===== config.mk =====
export PLATFORM = sky130hd
export DESIGN_NAME = core_done_barrier
export DESIGN_NICKNAME = d
export VERILOG_FILES = /design/src/rtl/core_done_barrier.sv
export SDC_FILE = /design/constraint.sdc
export NUM_CORES = 1
export LEC_CHECK = 0
export CORE_ASPECT_RATIO = 0.75
export CORE_MARGIN = 2
export CORE_UTILIZATION = 46
export DETAILED_ROUTE_END_ITERATION = 10
export HOLD_SLACK_MARGIN = 0.03
export PLACE_DENSITY = 0.74
export SYNTH_ARGS = -nofsm -noshare
export SYNTH_HDL_FRONTEND = slang
export SYNTH_SLANG_ARGS = --single-unit

===== constraint.sdc =====
create_clock -name clk -period 1.95 [get_ports clk]
set_clock_uncertainty 0.1 [all_clocks]
set_input_delay 0.585 -clock clk [delete_from_list [all_inputs] [get_ports clk]]
set_output_delay 0.585 -clock clk [all_outputs]
set_load 0.01 [all_outputs]

===== src/rtl/core_done_barrier.sv =====
// Completion barrier over per-core cpu_done pulses; reports seen mask, first finisher and elapsed cycles.
// Optional ARMED-cycle timeout enabled by defining CORE_DONE_BARRIER_TIMEOUT_EN.
module core_done_barrier #(
  parameter int NUM_CORES   = 4,
  parameter int ELAPSED_W   = 16,
  parameter int TIMEOUT_CYC = 1024
) (
  input  logic                 clk,
  input  logic                 reset,
  input  logic                 start,
  input  logic [NUM_CORES-1:0] core_mask,
  input  logic [NUM_CORES-1:0] core_done,
  output logic                 busy,
  output logic                 done_valid,
  input  logic                 done_ready,
  output logic [NUM_CORES-1:0] seen_mask,
  output logic [3:0]           first_core,
  output logic [ELAPSED_W-1:0] elapsed,
  output logic                 timeout
);

  localparam logic [1:0] S_IDLE   = 2'd0;
  localparam logic [1:0] S_ARMED  = 2'd1;
  localparam logic [1:0] S_REPORT = 2'd2;

`ifdef CORE_DONE_BARRIER_TIMEOUT_EN
  localparam bit TMO_EN = 1'b1;
`else
  localparam bit TMO_EN = 1'b0;
`endif

  logic [1:0]           r_state;
  logic [NUM_CORES-1:0] r_mask;
  logic [NUM_CORES-1:0] r_seen;
  logic [3:0]           r_first;
  logic [ELAPSED_W-1:0] r_elapsed;
  logic                 r_timeout;

  logic [NUM_CORES-1:0] w_hit;
  logic [NUM_CORES-1:0] w_seen_nxt;
  logic                 w_complete;
  logic [ELAPSED_W-1:0] w_elapsed_nxt;
  logic                 w_tmo;
  logic [3:0]           w_hit_idx;
  logic                 w_found;

  assign w_hit         = core_done & r_mask & ~r_seen;
  assign w_seen_nxt    = r_seen | w_hit;
  assign w_complete    = (w_seen_nxt == r_mask);
  assign w_elapsed_nxt = (&r_elapsed) ? r_elapsed : r_elapsed + 1'b1;
  // Completion in the same cycle as the limit takes priority over timeout.
  assign w_tmo         = TMO_EN && (int'(w_elapsed_nxt) == TIMEOUT_CYC) && !w_complete;

  always_comb begin
    w_hit_idx = '0;
    w_found   = 1'b0;
    for (int unsigned i = 0; i < NUM_CORES; i++) begin
      if (w_hit[i] && !w_found) begin
        w_hit_idx = 4'(i);
        w_found   = 1'b1;
      end
    end
  end

  always_ff @(posedge clk) begin
    if (reset) begin
      r_state   <= S_IDLE;
      r_mask    <= '0;
      r_seen    <= '0;
      r_first   <= '0;
      r_elapsed <= '0;
      r_timeout <= 1'b0;
    end else begin
      case (r_state)
        S_IDLE: begin
          if (start) begin
            r_mask    <= core_mask;
            r_seen    <= '0;
            r_first   <= '0;
            r_elapsed <= '0;
            r_timeout <= 1'b0;
            r_state   <= (core_mask == '0) ? S_REPORT : S_ARMED;
          end
        end
        S_ARMED: begin
          r_elapsed <= w_elapsed_nxt;
          r_seen    <= w_seen_nxt;
          if (r_seen == '0 && w_hit != '0) r_first <= w_hit_idx;
          if (w_complete) begin
            r_state <= S_REPORT;
          end else if (w_tmo) begin
            r_timeout <= 1'b1;
            r_state   <= S_REPORT;
          end
        end
        S_REPORT: begin
          if (done_ready) r_state <= S_IDLE;
        end
        default: r_state <= S_IDLE;
      endcase
    end
  end

  assign busy       = (r_state != S_IDLE);
  assign done_valid = (r_state == S_REPORT);
  assign seen_mask  = r_seen;
  assign first_core = r_first;
  assign elapsed    = r_elapsed;
  assign timeout    = r_timeout;

endmodule


==> metrics.txt <==
outcome completed; Longest Clk Path Bufs 2; number of buffers added on ports 35; layer with the highest usage met2; Adder-Cell Fraction of Synth Area 0.00808; CP Cell Sequence clkdlybuf4s50_1; area inside the core boundary 3240 um^2; routed wire length 4230 um; number of design-rule violations left by the first detailed-router iteration 141; post-synthesis sequential area ratio 0.362; drt via density 5.74; total number of nets in the final design 255; count of final hold-check violations 0; main combinational cell family by area after synthesis simple AND/OR/NAND/NOR gates; worst voltage drop across the vdd grid 0.000493 V; final antenna diode count 0; most common library cell in the layout ignoring fill and taps nor2_1; die width 71.0 um; cell at the root of the clock tree clkbuf_8; Clock transition at path regs 0.09 ns; Num CTS Buffers 3; Tmin final 1.92 ns; accumulated negative setup slack 0 ns; maximum number of pins on one net before global-route repair 15; prevailing post-synth register cell dfxtp_1; Fillers 275; required time reported for the critical path endpoint 1.26 ns; global-route usage over all layers 0.227; standard cell with the maximum stage delay on the critical path clkdlybuf4s50_1; endpoint kind of the worst setup timing path primary output; layout cells sized above 1 0.279; static leakage 1.01 nW; Post-Synth XOR/XNOR Area 0.0283; number of top-level pins 39; Critical Setup Path Class reg2out; postcts setup bufs 0; total congestion overflow 0; min setup slack post-route 0.0326 ns; clock latency on the worst-skew pair 0.27 ns; total buffers and inverters traversed by the critical path 1; number of synthesized flops with an enable pin 0; max cap viols 0; footprint of the flip-flops and latches 587 um^2; area of the mapped netlist 1550 um^2; DRT Pass-1 Iters 4; placed cell count 277; fraction of registers with async set or reset after synthesis 0; global-route wire length before repair 6780 um; number of synthesized register bits 28; Yosys warnings 0; row count 18; Post-Synth Simple-Gate Area 0.327; gpl congestion 0.863; Max Clock Freq 522 MHz; setup slack at placement -0.354 ns; placed wire-length estimate 3190 um; overall via count from detail_route 1607; met1 global-route usage 0.302; Die Outline Area 3850 um^2; delay of the slowest critical-path stage 0.57 ns; DRC errors left 0; met2 Use GR 0.394; Compound-Gate Fraction of Synth Area 0.184; worst hold slack 0.386 ns; antenna-violating nets left 0; Hold/Removal Path Class reg2reg; final critical-path share of the clock period 0.983; post-cts hold buffer count 0; worst endpoint data arrival time 1.23 ns; clk sinks 28; Cell Pwr Density 572 nW/um^2; Final Non-Filler Cells 280; fraction of synthesized area in multiplexers 0.0461; utilization after layout 0.682; number of global-route vias before repair 1454; CP Launch Type flip-flop; most frequent cells in the layout 28 x nor2_1, 26 x clkdlybuf4s50_1, 24 x buf_4; Slew Viols, Final 0; area of the multi-input gates 961 um^2; Avg WL per Cell 15.1 um; portion of synthesized cell area occupied by the leading cell type 0.362; deepest level of the CTS H-tree 1; layout-stage area growth over the synthesis result 43.0%; post-synthesis instance total 182; antenna violations before repair 0; Starting Density 0.477; crit-path leading delay family buffers and inverters; Setup-failing EPs final 0; clock tree from TritonCTS yes; biggest area consumer among synthesized cells dfxtp_1; biggest area contributors in the synthesized netlist dfxtp_1 36%, nor2_1 6.8%, mux2i_1 3.9%, a31oi_1 2.8%, a21oi_1 2.6%; mean post-synth cell area 8.50 um^2; count of different cell masters after synthesis 54; met3 demand-to-capacity share in global routing 0.0479; die span in y 54.2 um; worst-path fanout max 6
[report_power, final]
group          internal (mW)  switching (mW)  total, mW
sequential             0.587          0.0219      0.609
combinational          0.175           0.166      0.341
clock                  0.139           0.176      0.315
[path summary, 6_finish.rpt]
kind,from,end,slack (ns),depth (start not counted)
max,seen_mask[0],seen_mask[0],0.03,1
min,first_core[0],first_core[0],0.39,2
max reg2reg,elapsed[1],elapsed[10],0.11,6
min reg2reg,first_core[0],first_core[0],0.39,2
[routing by layer]
layer	part of all wire	vias to the layer above
met1	0.48	775
met3	0.052	4
met2	0.46	48
met4	0.0047	0
li1	-	780
met5	0	-
[stage by stage]
step | cell area, um^2 | total power, mW
detailed placement | 2100 | 0.949
global placement | 2100 | 0.940
finish | 2210 | 1.27
floorplan | 1560 | 0.792
CTS | 2170 | 1.26
global route | 2210 | 1.32
[final cells by class]
type,instances,area share
inverter,3,0.00509
multi-input combinational,146,0.434
clock buffer,3,0.0187
timing repair buffer,60,0.254
tap,40,0.0226
sequential,28,0.265
[Yosys cell counts (all sizes together) (4+ instances only)]
cell type,n
nand4,4
nand2,9
and3,6
nand3,7
nor2,30
buf,5
nor3,5
o21ai,5
dfxtp,28
a21oi,10
a31oi,7
mux2i,6
xor2,4
nand2b,6
nor2b,4
[repair_timing]
item,in CTS,in global routing
endpoints found under the hold margin,0,0
endpoints found under the setup margin,13,19
gates resized for setup,15,22
pin swaps,2,2
[logic make-up after synthesis]
group	count (synthesis)
compound gates	40
buf+inv	10
other cells	1
xor+xnor	5
mux	7
flops	28
fa+ha+maj	1
simple gates	90
[flip-flops by register name, indices dropped and copies added, names as in the netlist]
register,count
seen_mask,4
first_core,2
r_mask,4
elapsed,16
r_state,2
No activity file was read; power rests on OpenSTA's default activity.
